File: config.mk
export PLATFORM = sky130hd
export DESIGN_NAME = pipe_skid_reg
export DESIGN_NICKNAME = d
export VERILOG_FILES = /design/src/rtl/pipe_pkg.sv /design/src/rtl/pipe_slot.sv /design/src/rtl/pipe_skid_reg.sv
export SDC_FILE = /design/constraint.sdc
export NUM_CORES = 1
export LEC_CHECK = 0
export CORE_ASPECT_RATIO = 1.1
export CORE_MARGIN = 5
export CORE_UTILIZATION = 40
export CTS_CLUSTER_SIZE = 25
export DETAILED_ROUTE_END_ITERATION = 7
export GPL_ROUTABILITY_DRIVEN = 0
export PLACE_DENSITY = 0.68
export REMOVE_ABC_BUFFERS = 1
export SLEW_MARGIN = 10
export SYNTH_ARGS = -nofsm -noshare
export SYNTH_HDL_FRONTEND = slang
export SYNTH_SLANG_ARGS = --single-unit
File: constraint.sdc
create_clock -name clk -period 2.5 [get_ports clk]
set_input_delay 0.5 -clock clk [delete_from_list [all_inputs] [get_ports clk]]
set_output_delay 0.5 -clock clk [all_outputs]
set_load 0.05 [all_outputs]
File: src/rtl/pipe_pkg.sv
// Shared definitions for pipeline-stage registers: occupancy states,
// count width and standard bubble (NOP) encodings.
package pipe_pkg;

  typedef enum logic [1:0] {
    PS_EMPTY = 2'd0,
    PS_BUSY  = 2'd1,
    PS_FULL  = 2'd2
  } pipe_state_e;

  localparam int unsigned CNT_W = 2;

  localparam logic [31:0] NOP_MIPS  = 32'h0000_0000;
  localparam logic [31:0] NOP_RISCV = 32'h0000_0013;

  function automatic logic [CNT_W-1:0] state_count(input pipe_state_e s);
    case (s)
      PS_BUSY: return 2'd1;
      PS_FULL: return 2'd2;
      default: return 2'd0;
    endcase
  endfunction

endpackage

File: src/rtl/pipe_slot.sv
// Single payload register: async reset and sync clear both load BUBBLE;
// clear takes priority over load.
module pipe_slot #(
  parameter int unsigned           WIDTH  = 32,
  parameter logic [WIDTH-1:0]      BUBBLE = '0
) (
  input  logic             clk,
  input  logic             rst,
  input  logic             ld,
  input  logic             clr,
  input  logic [WIDTH-1:0] d,
  output logic [WIDTH-1:0] q
);

  always_ff @(posedge clk or posedge rst) begin
    if (rst)      q <= BUBBLE;
    else if (clr) q <= BUBBLE;
    else if (ld)  q <= d;
  end

endmodule

File: src/rtl/pipe_skid_reg.sv
// Pipeline-stage register with valid/ready handshake, two-entry skid buffer
// and synchronous flush to a bubble value.
module pipe_skid_reg
  import pipe_pkg::*;
#(
  parameter int unsigned      WIDTH  = 32,
  parameter logic [WIDTH-1:0] BUBBLE = '0
) (
  input  logic             clk,
  input  logic             rst,
  input  logic             flush,
  input  logic             in_valid,
  input  logic [WIDTH-1:0] in_data,
  output logic             in_ready,
  output logic             out_valid,
  output logic [WIDTH-1:0] out_data,
  input  logic             out_ready,
  output logic [1:0]       count
);

  pipe_state_e      state_q, state_d;
  logic             in_ready_q, out_valid_q;
  logic [CNT_W-1:0] count_q;
  logic             in_fire, out_fire;
  logic             main_ld, main_clr, skid_ld, skid_clr, main_from_skid;
  logic [WIDTH-1:0] main_d, skid_q;

  assign in_fire  = in_valid & in_ready_q;
  assign out_fire = out_valid_q & out_ready;

  always_comb begin
    state_d        = state_q;
    main_ld        = 1'b0;
    main_clr       = 1'b0;
    skid_ld        = 1'b0;
    skid_clr       = 1'b0;
    main_from_skid = 1'b0;
    if (flush) begin
      state_d  = PS_EMPTY;
      main_clr = 1'b1;
      skid_clr = 1'b1;
    end else begin
      case (state_q)
        PS_EMPTY: begin
          if (in_fire) begin
            main_ld = 1'b1;
            state_d = PS_BUSY;
          end
        end
        PS_BUSY: begin
          if (in_fire && out_fire) begin
            main_ld = 1'b1;
          end else if (out_fire) begin
            main_clr = 1'b1;
            state_d  = PS_EMPTY;
          end else if (in_fire) begin
            skid_ld = 1'b1;
            state_d = PS_FULL;
          end
        end
        PS_FULL: begin
          if (out_fire) begin
            main_ld        = 1'b1;
            main_from_skid = 1'b1;
            skid_clr       = 1'b1;
            state_d        = PS_BUSY;
          end
        end
        default: begin
          state_d  = PS_EMPTY;
          main_clr = 1'b1;
          skid_clr = 1'b1;
        end
      endcase
    end
  end

  assign main_d = main_from_skid ? skid_q : in_data;

  // Handshake outputs are decoded from the next state into their own flops,
  // so in_ready/out_valid/count come straight off a register.
  always_ff @(posedge clk or posedge rst) begin
    if (rst) begin
      state_q     <= PS_EMPTY;
      in_ready_q  <= 1'b1;
      out_valid_q <= 1'b0;
      count_q     <= '0;
    end else begin
      state_q     <= state_d;
      in_ready_q  <= (state_d != PS_FULL);
      out_valid_q <= (state_d != PS_EMPTY);
      count_q     <= state_count(state_d);
    end
  end

  pipe_slot #(.WIDTH(WIDTH), .BUBBLE(BUBBLE)) u_main (
    .clk (clk),
    .rst (rst),
    .ld  (main_ld),
    .clr (main_clr),
    .d   (main_d),
    .q   (out_data)
  );

  pipe_slot #(.WIDTH(WIDTH), .BUBBLE(BUBBLE)) u_skid (
    .clk (clk),
    .rst (rst),
    .ld  (skid_ld),
    .clr (skid_clr),
    .d   (in_data),
    .q   (skid_q)
  );

  assign in_ready  = in_ready_q;
  assign out_valid = out_valid_q;
  assign count     = count_q;

endmodule

==> impl_metrics.prom, run 1 <==
# TYPE chip_impl_metric gauge
chip_impl_info{name="crit_slowest_cell",value="sky130_fd_sc_hd__clkdlybuf4s50_1"} 1
chip_impl_metric{name="worst_skew_pair.late_latency",unit="ns"} 0.35
chip_impl_metric{name="seq_area",unit="mm^2"} 0.001753
chip_impl_info{name="status",value="completed"} 1
chip_impl_metric{name="clkSinkCount",unit=""} 70
chip_impl_metric{name="i_o_pin_total",unit=""} 73
chip_impl_metric{name="period_needed",unit="ns"} 2.210
chip_impl_metric{name="power.density",unit="mW/mm^2"} 706.6
chip_impl_metric{name="num_vias",unit=""} 2071
chip_impl_metric{name="final_count_of_hold_timing_violations",unit=""} 0
chip_impl_metric{name="p_total",unit="mW"} 2.934
chip_impl_info{name="regToRegStartpoint",value="state_q[1]$_DFF_PP0_"} 1
chip_impl_info{name="synthMostInstantiatedCell",value="sky130_fd_sc_hd__dfrtp_1"} 1
chip_impl_metric{name="synth_fa_ha_area_share",unit="%"} 0
chip_impl_metric{name="gr-total-overflow",unit=""} 0
chip_impl_metric{name="start_util",unit="%"} 40.97
chip_impl_metric{name="detail_route.wl_per_cell",unit="um"} 17.97
chip_impl_metric{name="timing.final.setup_violations",unit=""} 0
chip_impl_metric{name="drt-vias-per-instance",unit=""} 5.204
chip_impl_metric{name="htreeDepth",unit=""} 3
chip_impl_metric{name="synth.mux.area_fraction",unit="%"} 10.46
chip_impl_metric{name="vias_in_the_first_global_route",unit=""} 2250
chip_impl_metric{name="grt_usage",unit="%"} 16.30
chip_impl_metric{name="post-route-period-util",unit="%"} 88.40
chip_impl_metric{name="maxCapViolations",unit=""} 0
chip_impl_metric{name="place.detailed.instances",unit=""} 383
chip_impl_metric{name="die_height",unit="um"} 101.8
chip_impl_metric{name="postCtsSetupRepairBufs",unit=""} 0
chip_impl_metric{name="layout_area_growth_over_synthesis",unit="%"} 35.59
chip_impl_info{name="synth_top_family_by_area",value="compound AO/OA/AOI/OAI gates"} 1
chip_impl_metric{name="io_buffer_count",unit=""} 72
chip_impl_metric{name="drt_pass_1_iters",unit=""} 4
chip_impl_metric{name="filler_cell_count",unit=""} 631
chip_impl_metric{name="critical_path.max_fanout",unit=""} 3
chip_impl_metric{name="clockBufferDepth",unit=""} 2
chip_impl_metric{name="yosys_top_cell_area_share",unit="%"} 56.40
chip_impl_metric{name="vdd_ir_drop_max",unit="mV"} 0.3339
chip_impl_metric{name="cts-resized-gates",unit=""} 0
chip_impl_metric{name="fp-row-count",unit=""} 33
chip_impl_info{name="crit_path_end",value="in_ready"} 1
chip_impl_metric{name="antenna-diode-count",unit=""} 0
chip_impl_metric{name="cts_hold_buffers",unit=""} 0
chip_impl_metric{name="finish.net_count",unit=""} 326
chip_impl_metric{name="report.final.slew_viol_count",unit=""} 0
chip_impl_metric{name="slew-limit-headroom",unit="%"} 33.93
chip_impl_info{name="synth.top_cells.by_count",value="sky130_fd_sc_hd__dfrtp_1 (69), sky130_fd_sc_hd__a22o_1 (32), sky130_fd_sc_hd__mux2i_1 (32)"} 1
chip_impl_metric{name="initial_antenna_violation_count",unit=""} 0
chip_impl_metric{name="reg2reg_slack",unit="ns"} 0.61
chip_impl_metric{name="final.setup.tns",unit="ns"} 0
chip_impl_info{name="r2r-end",value="u_main.q[4]$_DFFE_PP0P_"} 1
chip_impl_metric{name="path_depth",unit=""} 1
chip_impl_info{name="setup_repair_after_global_routing_missed_its_margin",value="no"} 1
chip_impl_metric{name="critical_path_required",unit="ns"} 2.00
chip_impl_metric{name="layout.cells.non_filler",unit=""} 398
chip_impl_metric{name="detail_route.drc_violations",unit=""} 0
chip_impl_info{name="cts_tree",value="built"} 1
chip_impl_metric{name="drt.antenna.violating_nets",unit=""} 0
chip_impl_metric{name="place_ws",unit="ns"} 0.09333
chip_impl_info{name="critical_path.startpoint",value="in_ready$_DFF_PP1_"} 1
chip_impl_metric{name="post_synthesis_xor_xnor_area_fraction",unit="%"} 0.2861
chip_impl_metric{name="ys_seq_area_share",unit="%"} 57.25
chip_impl_metric{name="postSynthAreaPerCell",unit="um^2"} 14.11
chip_impl_metric{name="synth_enable_flop_cells",unit=""} 0
chip_impl_info{name="synth.top_cells.by_area",value="sky130_fd_sc_hd__dfrtp_1 (56%), sky130_fd_sc_hd__mux2i_1 (10%), sky130_fd_sc_hd__a22o_1 (9.2%)"} 1
chip_impl_metric{name="ys_ff_latch",unit=""} 70
chip_impl_metric{name="path_clk_slew",unit="ns"} 0.09
chip_impl_metric{name="syn-cell-area",unit="mm^2"} 0.003062
chip_impl_metric{name="final_layout_size_suffix_gt1_share",unit="%"} 15.36
chip_impl_info{name="setup.worst_path.end_class",value="primary output"} 1
chip_impl_metric{name="timing.final.ws_setup",unit="ns"} 0.2901
chip_impl_metric{name="die_w",unit="um"} 93.42
chip_impl_metric{name="global_route_wire_length_before_repair",unit="um"} 11900
chip_impl_info{name="critical_path.startpoint_type",value="flip-flop"} 1
chip_impl_metric{name="critical-path-max-stage-delay",unit="ns"} 0.81
chip_impl_metric{name="synthesized_area_fraction_occupied_by_ao_oa_aoi_and_oai_cells",unit="%"} 23.66
chip_impl_metric{name="transition_time_of_the_tightest_slew_check_pin",unit="ns"} 0.9887
chip_impl_info{name="cell_at_the_root_of_the_clock_tree",value="sky130_fd_sc_hd__clkbuf_8"} 1
chip_impl_metric{name="total_leakage_power",unit="nW"} 1.722
chip_impl_metric{name="total_clock_buffers_created_by_cts",unit=""} 9
chip_impl_metric{name="netlist_instances",unit=""} 217
chip_impl_info{name="crit_path_cell_trace",value="clkdlybuf4s50_1"} 1
chip_impl_metric{name="multi_input_comb_area",unit="mm^2"} 0.001219
chip_impl_metric{name="ys_types",unit=""} 31
chip_impl_metric{name="timing.critical_path.buf_inv",unit=""} 1
chip_impl_info{name="yosysTopAreaCell",value="sky130_fd_sc_hd__dfrtp_1"} 1
chip_impl_metric{name="routed_wirelength",unit="um"} 7152
chip_impl_info{name="min-delay-path-class",value="in2async"} 1
chip_impl_metric{name="hpwl",unit="um"} 4501
chip_impl_info{name="ys_dominant_reg_cell",value="sky130_fd_sc_hd__dfrtp_1"} 1
chip_impl_metric{name="postLayoutCoreUtil",unit="%"} 55.55
chip_impl_metric{name="grt_start_max_net_pins",unit=""} 40
chip_impl_metric{name="fmax",unit="GHz"} 0.4525
chip_impl_info{name="timing_worst_setup_path_type",value="reg2out"} 1
chip_impl_metric{name="drtIter0Drc",unit=""} 95
chip_impl_metric{name="reg2reg_depth",unit=""} 4
chip_impl_metric{name="core-area",unit="mm^2"} 0.007473
chip_impl_metric{name="clock_skew",unit="ns"} 0.01095
chip_impl_metric{name="design.die.area",unit="mm^2"} 0.009506
chip_impl_metric{name="worst-endpoint-arrival",unit="ns"} 1.71
chip_impl_metric{name="synth.yosys.warnings",unit=""} 0
chip_impl_metric{name="synth_async_sr_flop_share",unit="%"} 100.0
chip_impl_info{name="path_delay_family",value="buffers and inverters"} 1
chip_impl_metric{name="synthSimpleGateAreaFrac",unit="%"} 4.414
-- registers in the layout, indices dropped and copies added (netlist names) --
signal,count
count,2
in_ready,1
out_valid,1
state_q,2
u_main.q,32
u_skid.q,32
-- power by group --
group          total [mW]  internal (mW)  leakage [nW]  switching, mW
logic               0.640          0.242         0.668          0.398
clock network        1.02          0.585         0.105          0.439
registers            1.27           1.21         0.950         0.0578
total                2.93           2.04          1.72          0.895
-- final cells by class --
class                   count  area share (%)
clock buffers              10           3.315
clock inverters             5           2.019
inverters                   1         0.09042
multi-input cells         128           29.36
flip-flops and latches     70           42.22
well taps                 105           3.165
repair buffers             79           19.83
-- cells in the final DEF (no fill, tap or decap), types with 2 or more instances in the layout --
| master | Yosys | layout |
|---|---|---|
| sky130_fd_sc_hd__nor2_1 | 4 | 4 |
| sky130_fd_sc_hd__bufinv_16 | 0 | 2 |
| sky130_fd_sc_hd__o21bai_1 | 2 | 2 |
| sky130_fd_sc_hd__buf_4 | 1 | 3 |
| sky130_fd_sc_hd__o2bb2ai_1 | 18 | 18 |
| sky130_fd_sc_hd__a22o_1 | 32 | 32 |
| sky130_fd_sc_hd__clkinvlp_4 | 0 | 2 |
| sky130_fd_sc_hd__nor3_4 | 1 | 2 |
| sky130_fd_sc_hd__nor3_1 | 2 | 2 |
| sky130_fd_sc_hd__dfrtp_1 | 69 | 69 |
| sky130_fd_sc_hd__clkbuf_8 | 0 | 10 |
| sky130_fd_sc_hd__o2bb2ai_2 | 14 | 14 |
| sky130_fd_sc_hd__nand2_1 | 3 | 3 |
| sky130_fd_sc_hd__clkdlybuf4s50_1 | 0 | 72 |
| sky130_fd_sc_hd__a21oi_1 | 6 | 5 |
| sky130_fd_sc_hd__mux2i_1 | 32 | 32 |
| sky130_fd_sc_hd__buf_12 | 0 | 4 |
-- layer usage --
layer | wire length [um] | vias to the layer above | GRT usage (%)
met5 | 0 | - | 0
met4 | 151 | 0 | 7.779
met3 | 318 | 11 | 3.046
met2 | 3374 | 47 | 25.58
met1 | 3307 | 1041 | 21.87
li1 | - | 972 | -
-- cell families (layout without fill, tap and decap cells) --
logic type	after synthesis	count (layout)
xor+xnor	1	1
simple gates	19	19
mux	32	32
compound gates	76	76
buf+inv	19	95
flops	70	70
-- through the flow --
stage / hold WS [ns] / instance area (um^2)
global placement: 0.4763 / 3930
finish: 0.4441 / 4151
CTS: 0.4454 / 4151
detailed placement: 0.4731 / 3930
floorplan: 0.4729 / 2945
global route: 0.4857 / 4151
-- how the worst min path moves through the flow --
stage                     slack [ns]  cells after the start                       end
after CTS                       0.45                      2   u_main.q[6]$_DFFE_PP0P_
final                           0.44                      2   u_skid.q[9]$_DFFE_PP0P_
after floorplan                 0.47                      1   u_skid.q[0]$_DFFE_PP0P_
after global placement          0.48                      1  u_main.q[31]$_DFFE_PP0P_
after detailed placement        0.47                      1   u_main.q[5]$_DFFE_PP0P_
after global routing            0.49                      2  u_main.q[31]$_DFFE_PP0P_
Note: power is estimated with default switching activity, not from simulation.
==> run 2, diff against run 1 <==
PLACE_DENSITY = 0.65   (was 0.68)
SYNTH_HIERARCHICAL = 1   (was not set)
==> impl_metrics.prom, run 2 <==
# TYPE chip_impl_metric gauge
chip_impl_metric{name="transition_time_of_the_tightest_slew_check_pin",unit="ns"} 0.5349
chip_impl_metric{name="drt-vias-per-instance",unit=""} 4.885
chip_impl_metric{name="yosys_top_cell_area_share",unit="%"} 51.15
chip_impl_info{name="critical_path.startpoint_type",value="flip-flop"} 1
chip_impl_info{name="crit_slowest_cell",value="sky130_fd_sc_hd__clkdlybuf4s50_1"} 1
chip_impl_info{name="synth.top_cells.by_area",value="sky130_fd_sc_hd__dfrtp_1 (51%), sky130_fd_sc_hd__mux2i_1 (19%), sky130_fd_sc_hd__mux2_2 (11%)"} 1
chip_impl_metric{name="critical_path.max_fanout",unit=""} 4
chip_impl_metric{name="gr-total-overflow",unit=""} 0
chip_impl_metric{name="maxCapViolations",unit=""} 0
chip_impl_metric{name="period_needed",unit="ns"} 2.189
chip_impl_info{name="timing_worst_setup_path_type",value="reg2out"} 1
chip_impl_metric{name="critical-path-max-stage-delay",unit="ns"} 0.80
chip_impl_metric{name="place_ws",unit="ns"} 0.2001
chip_impl_metric{name="ys_ff_latch",unit=""} 70
chip_impl_metric{name="finish.net_count",unit=""} 389
chip_impl_metric{name="multi_input_comb_area",unit="mm^2"} 0.001426
chip_impl_metric{name="met3_length",unit="um"} 326
chip_impl_metric{name="place_area",unit="mm^2"} 0.004195
chip_impl_metric{name="ys_types",unit=""} 25
chip_impl_info{name="path_delay_family",value="buffers and inverters"} 1
chip_impl_info{name="cts_tree",value="built"} 1
chip_impl_metric{name="syn-cell-area",unit="mm^2"} 0.003376
chip_impl_info{name="largest_registers",value="u_main/q (32), u_skid/q (32)"} 1
chip_impl_metric{name="layout_area_growth_over_synthesis",unit="%"} 30.84
chip_impl_metric{name="layout.cells.non_filler",unit=""} 468
chip_impl_metric{name="slew-limit-headroom",unit="%"} 64.23
chip_impl_metric{name="cts-resized-gates",unit=""} 0
chip_impl_metric{name="power.density",unit="mW/mm^2"} 633.7
chip_impl_info{name="min-delay-path-class",value="in2async"} 1
chip_impl_metric{name="clock_skew",unit="ns"} 0.007850
chip_impl_metric{name="die_w",unit="um"} 97.59
chip_impl_info{name="layout_common_cells",value="sky130_fd_sc_hd__clkdlybuf4s50_1 (72), sky130_fd_sc_hd__dfrtp_1 (69), sky130_fd_sc_hd__mux2i_1 (64), sky130_fd_sc_hd__nor2_1 (64), sky130_fd_sc_hd__mux2_2 (32)"} 1
chip_impl_metric{name="reg2reg_slack",unit="ns"} 0.66
chip_impl_metric{name="initial_antenna_violation_count",unit=""} 0
chip_impl_metric{name="worst-endpoint-arrival",unit="ns"} 1.69
chip_impl_metric{name="io_buffer_count",unit=""} 72
chip_impl_metric{name="netlist_instances",unit=""} 277
chip_impl_metric{name="place.detailed.instances",unit=""} 452
chip_impl_metric{name="finalInstanceArea",unit="mm^2"} 0.004417
chip_impl_metric{name="postCtsSetupRepairBufs",unit=""} 0
chip_impl_metric{name="routed-wl-met2",unit="um"} 3546
chip_impl_info{name="crit_path_end",value="in_ready"} 1
chip_impl_metric{name="vdd_ir_drop_max",unit="mV"} 0.3295
chip_impl_info{name="regToRegStartpoint",value="state_q[1]$_DFF_PP0_"} 1
chip_impl_metric{name="total_leakage_power",unit="nW"} 1.856
chip_impl_metric{name="vias_in_the_first_global_route",unit=""} 2457
chip_impl_metric{name="start_util",unit="%"} 40.57
chip_impl_metric{name="total_clock_buffers_created_by_cts",unit=""} 9
chip_impl_info{name="synth.top_cells.by_count",value="sky130_fd_sc_hd__dfrtp_1 (69), sky130_fd_sc_hd__mux2i_1 (64), sky130_fd_sc_hd__nor2_1 (64)"} 1
chip_impl_metric{name="cts_hold_buffers",unit=""} 0
chip_impl_metric{name="timing.critical_path.buf_inv",unit=""} 1
chip_impl_metric{name="postSynthAreaPerCell",unit="um^2"} 12.19
chip_impl_metric{name="core-area",unit="mm^2"} 0.008320
chip_impl_metric{name="synth_enable_flop_cells",unit=""} 0
chip_impl_metric{name="design.die.area",unit="mm^2"} 0.01038
chip_impl_info{name="yosysTopAreaCell",value="sky130_fd_sc_hd__dfrtp_1"} 1
chip_impl_metric{name="timing.final.setup_violations",unit=""} 0
chip_impl_metric{name="wl_met1",unit="um"} 3455
chip_impl_info{name="final_common_cell",value="sky130_fd_sc_hd__clkdlybuf4s50_1"} 1
chip_impl_metric{name="die_height",unit="um"} 106.4
chip_impl_metric{name="reg2reg_depth",unit=""} 6
chip_impl_metric{name="grt_usage",unit="%"} 15.00
chip_impl_info{name="setup.worst_path.end_class",value="primary output"} 1
chip_impl_metric{name="grt_start_max_net_pins",unit=""} 33
chip_impl_metric{name="seq_area",unit="mm^2"} 0.001753
chip_impl_metric{name="global_route_wire_length_before_repair",unit="um"} 12320
chip_impl_info{name="ys_dominant_reg_cell",value="sky130_fd_sc_hd__dfrtp_1"} 1
chip_impl_metric{name="final_layout_size_suffix_gt1_share",unit="%"} 17.65
chip_impl_metric{name="ys_seq_area_share",unit="%"} 51.93
chip_impl_metric{name="final_count_of_hold_timing_violations",unit=""} 0
chip_impl_metric{name="routed_wirelength",unit="um"} 7413
chip_impl_metric{name="report.final.slew_viol_count",unit=""} 0
chip_impl_metric{name="antenna-diode-count",unit=""} 0
chip_impl_info{name="cell_at_the_root_of_the_clock_tree",value="sky130_fd_sc_hd__clkbuf_8"} 1
chip_impl_metric{name="post-route-period-util",unit="%"} 87.56
chip_impl_metric{name="htreeDepth",unit=""} 3
chip_impl_metric{name="num_vias",unit=""} 2286
chip_impl_info{name="critical_path.startpoint",value="in_ready$_DFF_PP1_"} 1
chip_impl_metric{name="hpwl",unit="um"} 4938
chip_impl_info{name="synthMostInstantiatedCell",value="sky130_fd_sc_hd__dfrtp_1"} 1
chip_impl_metric{name="synth.yosys.warnings",unit=""} 6
chip_impl_metric{name="path_depth",unit=""} 1
chip_impl_metric{name="i_o_pin_total",unit=""} 73
chip_impl_metric{name="clkSinkCount",unit=""} 70
chip_impl_info{name="setup_repair_after_global_routing_missed_its_margin",value="no"} 1
chip_impl_metric{name="drtIter0Drc",unit=""} 56
chip_impl_metric{name="worst_skew_pair.late_latency",unit="ns"} 0.34
chip_impl_metric{name="drt.antenna.violating_nets",unit=""} 0
chip_impl_metric{name="filler_cell_count",unit=""} 777
chip_impl_metric{name="drt_pass_1_iters",unit=""} 4
chip_impl_metric{name="critical_path_required",unit="ns"} 2.00
chip_impl_metric{name="fmax",unit="GHz"} 0.4568
chip_impl_metric{name="detail_route.drc_violations",unit=""} 0
chip_impl_metric{name="detail_route.wl_per_cell",unit="um"} 15.84
chip_impl_info{name="crit_path_cell_trace",value="clkdlybuf4s50_1"} 1
chip_impl_info{name="status",value="completed"} 1
chip_impl_metric{name="fp-row-count",unit=""} 35
chip_impl_info{name="r2r-end",value="u_main/q[16]$_DFFE_PP0P_"} 1
chip_impl_metric{name="clockBufferDepth",unit=""} 2
chip_impl_metric{name="path_clk_slew",unit="ns"} 0.08
chip_impl_info{name="route.top_layer_used",value="met4"} 1
chip_impl_metric{name="synth_async_sr_flop_share",unit="%"} 100.0
chip_impl_metric{name="postLayoutCoreUtil",unit="%"} 53.08
chip_impl_metric{name="timing.final.ws_setup",unit="ns"} 0.3111
-- run 2: cell count changes after synthesis, sizes merged, moves of 7 or more --
cell,previous run,this run
clkbuf,0,8
mux2i,32,64
nor2,5,64
buf,18,11
mux2,0,32
a22o,32,0
o2bb2ai,32,0
-- run 2: layer usage --
layer  track usage, %  vias to the layer above
met1            19.33                     1130
met2            24.05                       46
met5                0                        -
met4            4.748                        0
met3            4.790                        9
li1                 -                     1101
-- run 2: where the power goes --
group / leakage (nW) / switching [mW] / internal, mW
Combinational: 0.790 / 0.324 / 0.236
Sequential: 0.959 / 0.0334 / 1.19
Clock: 0.107 / 0.448 / 0.571
Total: 1.86 / 0.806 / 1.99
-- run 2: cells by family (layout without fill, tap and decap cells) --
family,after synthesis,count (layout),synth area share (%)
muxes,96,96,29.65
buffers and inverters,22,102,6.449
DFF,70,70,51.93
and+or+nand+nor,80,80,10.12
AOI/OAI and AO/OA,9,9,1.853
-- run 2: worst min-delay path by stage --
stage,to,slack (ns),startpoint
floorplan,count[0]$_DFF_PP0_,0.29,rst
global placement,u_skid/q[31]$_DFFE_PP0P_,0.49,u_skid/q[31]$_DFFE_PP0P_
detailed placement,u_skid/q[4]$_DFFE_PP0P_,0.51,u_skid/q[4]$_DFFE_PP0P_
CTS,count[0]$_DFF_PP0_,0.45,rst
global route,count[0]$_DFF_PP0_,0.49,rst
finish,count[1]$_DFF_PP0_,0.46,rst
-- run 2: area by class of cell --
class,instances,share of cell area [%]
sequential,70,39.69
multi-input combinational,185,32.29
timing repair buffer,83,19.60
tap,111,3.144
clock buffer,10,2.890
clock inverter,6,2.125
inverter,3,0.2550
-- run 2: per-stage QoR --
step | TNS, ns | hold WS, ns | power [mW]
after floorplan | -157.72 | 0.2902 | 1.589
after global placement | 0 | 0.4949 | 1.801
after detailed placement | 0 | 0.5063 | 1.807
after CTS | 0 | 0.4538 | 2.832
after global routing | 0 | 0.4907 | 2.938
final | 0 | 0.4553 | 2.799
